File: src/rtl/flopenrc_pipe.sv
// DEPTH-deep enable/reset/clear register chain with valid/ready handshake,
// bubble collapsing and synchronous flush. Define FLOPENRC_PIPE_MASK_EN to enable XOR-mask capture.
module flopenrc_pipe #(
  parameter int          WIDTH     = 64,
  parameter int          DEPTH     = 2,
  parameter logic [63:0] RESET_VAL = 64'h0412_6424_0034_3C28,
  parameter logic [63:0] MASK      = 64'h0412_6424_0034_3C28,
  localparam int         CW        = $clog2(DEPTH + 1)
) (
  input  logic             clk,
  input  logic             reset,
  input  logic             flush,
  input  logic             in_valid,
  output logic             in_ready,
  input  logic             in_mask,
  input  logic [WIDTH-1:0] in_data,
  output logic             out_valid,
  input  logic             out_ready,
  output logic [WIDTH-1:0] out_data,
  output logic [CW-1:0]    count
);

  localparam logic [WIDTH-1:0] RST_W  = RESET_VAL[WIDTH-1:0];
  localparam logic [WIDTH-1:0] MASK_W = MASK[WIDTH-1:0];

  logic [DEPTH-1:0] v;
  logic [DEPTH-1:0] ld;
  logic [WIDTH-1:0] d [DEPTH];
  logic [WIDTH-1:0] capture_data;
  logic             accept;

  // A stage may load iff some stage at or below it is empty, or the tail drains.
  always_comb begin
    logic hole;
    hole = 1'b0;
    ld   = '0;
    for (int k = DEPTH - 1; k >= 0; k--) begin
      hole  = hole | ~v[k];
      ld[k] = hole | out_ready;
    end
  end

  always_comb begin
    count = '0;
    for (int k = 0; k < DEPTH; k++) begin
      count = count + CW'(v[k]);
    end
  end

`ifdef FLOPENRC_PIPE_MASK_EN
  assign capture_data = in_mask ? (in_data ^ MASK_W) : in_data;
`else
  logic unused_mask;
  assign unused_mask  = in_mask;
  assign capture_data = in_data;
`endif

  assign in_ready  = ld[0] & ~flush;
  assign accept    = in_valid & in_ready;
  assign out_valid = v[DEPTH-1];
  assign out_data  = d[DEPTH-1];

  // Data registers only move on a load with a valid source, so empty slots never toggle.
  always_ff @(posedge clk or posedge reset) begin
    if (reset) begin
      v <= '0;
      for (int k = 0; k < DEPTH; k++) d[k] <= RST_W;
    end else if (flush) begin
      v <= '0;
      for (int k = 0; k < DEPTH; k++) d[k] <= RST_W;
    end else begin
      if (ld[0]) begin
        v[0] <= accept;
        if (accept) d[0] <= capture_data;
      end
      for (int k = 1; k < DEPTH; k++) begin
        if (ld[k]) begin
          v[k] <= v[k-1];
          if (v[k-1]) d[k] <= d[k-1];
        end
      end
    end
  end

endmodule

File: config.mk
export PLATFORM = sky130hd
export DESIGN_NAME = flopenrc_pipe
export DESIGN_NICKNAME = d
export VERILOG_FILES = /design/src/rtl/flopenrc_pipe.sv
export SDC_FILE = /design/constraint.sdc
export NUM_CORES = 1
export LEC_CHECK = 0
export ABC_AREA = 0
export BUFFER_PORTS_ARGS = -buffer_cell sky130_fd_sc_hd__buf_2
export CORE_UTILIZATION = 57
export DETAILED_ROUTE_END_ITERATION = 6
export PLACE_DENSITY = 0.8
export REMOVE_ABC_BUFFERS = 1
export SLEW_MARGIN = 30
export SYNTH_ARGS = -nofsm -noshare
export SYNTH_HDL_FRONTEND = slang
export SYNTH_SLANG_ARGS = --single-unit
File: constraint.sdc
create_clock -name clk -period 7.6 [get_ports clk]
set_input_delay 0 -clock clk [delete_from_list [all_inputs] [get_ports clk]]
set_output_delay 0 -clock clk [all_outputs]
set_load 0.02 [all_outputs]
## Yosys cells after proc, flatten, opt, wreduce, memory -nomap -nowiden

Cells that the tools add are included.

| storage, ports and cells | value |
|---|---|
| register bits | 130 |
| bits in latches | 0 |
| bits in writable memories | 0 |
| ROM bits | 0 |
| input bits | 70 |
| output and inout bits | 68 |
| word-level logic and storage cells | 27 |
| memories | 0 |

| cells by class | value |
|---|---|
| add/subtract/negate cells | 1 |
| multipliers | 0 |
| divide/modulo/power cells | 0 |
| magnitude comparators | 0 |
| eq/ne operators | 0 |
| shift-type cells | 0 |
| multiplexer cells | 8 |
| bitwise logic cells | 8 |
| reductions and logical operators | 6 |

Operators by type and width:

| operator | number |
|---|---|
| $mux 64 | 4 |
| $mux 128 | 1 |
| $reduce_bool 2->1 | 4 |
| $reduce_and 2->1 | 2 |
| $not 1->1 | 3 |
| $or 1x1->1 | 3 |
| $add 1x1->2 | 1 |
| $and 1x1->1 | 2 |
| $mux 1 | 2 |
| $mux 2 | 1 |

## Longest topological paths before layout

| logic depth | value |
|---|---|
| depth in word-level cells | 8 |
| depth in mapped cells | 6 |

## Worst setup path before layout

No wires, ideal clock.

| timing path | value |
|---|---|
| kind | register to register |
| start point | reg v[1] |
| end point | reg d[101] (netlist bit) |
| library setup time | 0.075 ns |
| data arrival time | 1.547 ns |
| required time | 7.525 ns |
| setup slack | 5.978 ns |
| cell stages (with the launch flop) | 7 |
| path buffers | 2 |
| cells stage by stage | dfrtp_1 ha_1 nand2b_4 and2_1 buf_6 buf_6 mux2i_1 |

| on the way | value |
|---|---|
| cells in the longest elaborated chain, start to end | 7 |
| elaborated cells on any way between the ends | 8 |
| classes of those cells | 5 x bitwise; 3 x reduce/logical |

RTL lines:

| what | line | source |
|---|---|---|
| start, declared | 26 | `logic [DEPTH-1:0] v;` |
| start signal, assigned by index | 78 | `v[k] <= v[k-1];` |
| $not 1->1 (*) | 38 | `hole = hole \| ~v[k];` |
| $or 1x1->1 (*) | 38 |  |
| $or 1x1->1 (*) | 39 | `ld[k] = hole \| out_ready;` |
| $and 1x1->1 | 58 | `assign in_ready = ld[0] & ~flush;` |
| $and 1x1->1 | 59 | `assign accept = in_valid & in_ready;` |
| $reduce_bool 2->1 (no source line) | n/a |  |
| $reduce_and 2->1 (no source line) (*) | n/a |  |
| end signal, assigned by index | 79 | `if (v[k-1]) d[k] <= d[k-1];` |
| end, declared | 28 | `logic [WIDTH-1:0] d [DEPTH];` |

Mark *: on every way between the ends. The rest lies on a longest branch, timed or not.
A chain may end at the register's enable or synchronous reset.

## Worst setup path in the final report

| timing path | value |
|---|---|
| start point | reg v[0] |
| end point | reg d[122] (netlist bit) |

Same word-level chain as after synthesis.

==> qor.yml <==
detailed_routing:
  dr.pass1.iters: 5
  vias: 4415
  wirelength_um: 13600
  drtAntennaViolNets: 0
  wl_per_cell_um: 16.1
  vias_per_cell: 5.24
  drc: 0
  drt_iter0_markers: 324
clock_tree:
  cts_tree: "built"
  insertion_delay_ns: 0.51
  cts_setup_buffers: 0
  cts_resized: 0
  cts_buffers: 17
  root_buffer: "clkbuf_8"
  hold_buffers: 66
  clkTransAtPathRegs_ns: 0.06
  clock_path_buffers: 2
  htreeDepth: 4
  cts.sinks: 130
global_route:
  overflow: 0
  antenna_found_initial: 0
  grt_max_degree: 119
  grt_pass1_wl_um: 22100
  track_usage_pct: 24.7
  grt_pass1_vias: 4725
timing:
  finalCritPeriodShare_pct: 37.2
  max-slew-margin-rel_pct: 45.0
  timing_hold_violations_final: 0
  finalCriticalPeriod_ns: 2.83
  hold-worst-slack_ns: 0.0259
  fin_setup_tns_ns: 0
  worst_slew_pin_slew_ns: 0.825
  fin_skew_ns: 0.0152
  clock.fmax_mhz: 353
  rsz0062_at_grt: "no"
  finalSetupViolations: 0
  final-max-slew-violation-count: 0
finish:
  fillers: 778
  multi_input_area_um2: 2330
  synthToLayoutAreaGrowth_pct: 21.1
  fin_cells: 842
  final_core_util_pct: 70.8
  regArea_um2: 3300
  final_nets: 760
  insertedDiodeCount: 0
  drive_above_1_share_pct: 29.3
logic_synthesis:
  synth_edf_count: 0
  syn_inst: 572
  synth_warnings: 0
  synth_cell_types: 22
  ys_top_cells_by_count: "dfrtp_1, nand2b_1, mux2i_1"
  ys_ff_latch: 130
  yosysMostFrequentCell: "dfrtp_1"
  ys_seq_area_share_pct: 51.7
  syn_area_um2: 6370
  synth.largest_area_cell: "dfrtp_1"
  synthArstFlopShare_pct: 100
  synth_ff_type: "dfrtp_1"
  synth_area_leaders: "dfrtp_1, dfstp_2, mux2i_1, nand2b_1, buf_4"
  netlist.area_leader.share_pct: 37.7
  syn_area_per_cell_um2: 11.1
floorplan:
  die_area_um2: 11600
  ios: 138
  die_x_um: 108
  core-area_um2: 10900
  row_count: 38
  initial_core_util_pct: 58.5
  die_h_um: 108
placement:
  dp.cells: 744
  portBuffers: 136
  hpwl_um: 7580
  gp_congestion: 0.705
critical_path:
  crit_required_ns: 8.03
  worstPathMaxFanout: 49
  criticalPathCategory: "flop to flop"
  critPathArrivalTime_ns: 3.26
  rr_worst_depth: 5
  cp_cell_sequence: "ha_1 -> nand2b_4 -> and2_2 -> buf_4 -> mux2i_1"
  worst_setup_path_end_kind: "flop"
  cp-start-kind: "flop"
  cp_slowest_cell: "and2_2"
  slowest_delay_ns: 0.76
power_and_ir_drop:
  total_leakage_power_nw: 3.70
  total_power_mw: 1.64
  vdd_drop_max_mv: 0.127
  power_density_nw_per_um2: 213
run_status:
  status: "complete, no violations"
min_path:
  whs_path_depth: 3
  min_path_type: "input port to flop"
run:
  maxCapViolCount: 0
## metal layers
layer / vias to the layer above / wire length (um) / GRT usage, %
met2: 113 / 6890 / 41.8
met5: - / 0 / 0
met1: 2180 / 5920 / 30.4
met3: 24 / 441 / 4.72
met4: 0 / 322 / 11.5
li1: 2098 / - / -
## worst max-delay path: cells and delay by family, from the launching register on
kind	cells	cell delay, ns
buffers and inverters	1	0.51
and+or+nand+nor	2	1.24
DFF	1	0.45
adders and majority gates	1	0.27
muxes	1	0.26
## sequential cells by signal, summed over array words and instances (netlist names)
signal    cells
d            64
out_data     64
v             2
## path summary, 6_finish.rpt
check	from	to	slack (ns)
worst max-delay path	v[0]$_DFFE_PP0P_	d[122]$_DFFE_PP1P_	4.77
worst min-delay path	flush	out_data[42]$_DFFE_PP1P_	0.03
worst max register to register	v[0]$_DFFE_PP0P_	d[122]$_DFFE_PP1P_	4.77
worst min register to register	out_data[3]$_DFFE_PP1P_	out_data[3]$_DFFE_PP1P_	0.52
max in group asynchronous	reset	d[90]$_DFFE_PP0P_	6.09
min in group asynchronous	reset	out_data[15]$_DFFE_PP0P_	0.19
## through the flow
stage                     instance area [um2]  worst slack [ns]
after floorplan                          5630              4.19
after global placement                   6530              4.86
after detailed placement                 6530              4.80
after CTS                                7710              4.80
after global routing                     7710              4.61
final                                    7710              4.77
## layout make-up
type	count	area share (%)
Clock buffer	25	6.02
Clock inverter	7	0.811
Inverter	2	0.130
Multi-Input combinational cell	332	30.2
Sequential cell	130	42.7
Tap cell	140	2.27
Timing Repair Buffer	206	17.8
## cell families after synthesis
kind of cell | after synthesis | synth area share [%]
AND/OR/NAND/NOR | 201 | 19.8
flip-flops | 130 | 51.7
buffers and inverters | 110 | 11.7
multiplexers | 81 | 12.7
AO/OA/AOI/OAI | 49 | 3.85
adder cells (fa/ha/maj) | 1 | 0.196
## layout by cell type, fill, tap and decap left out, types with 3 or more instances in the layout
cell type,instances
mux2i_1,81
clkbuf_8,3
buf_2,135
o21ai_0,18
clkinv_2,5
nand4b_1,47
buf_4,5
dfstp_2,34
clkbuf_1,6
dfrtp_1,96
dlygate4sd3_1,66
nand2b_1,94
nor2_1,52
clkbuf_16,16
o21ai_1,29
## power by group
| part | switching (mW) | leakage [nW] | total [mW] | internal (mW) |
|---|---|---|---|---|
| sequential | 0.0113 | 1.66 | 0.739 | 0.728 |
| combinational | 0.0950 | 1.77 | 0.177 | 0.0816 |
| clock | 0.279 | 0.260 | 0.727 | 0.448 |
No activity file was read; power rests on OpenSTA's default activity.
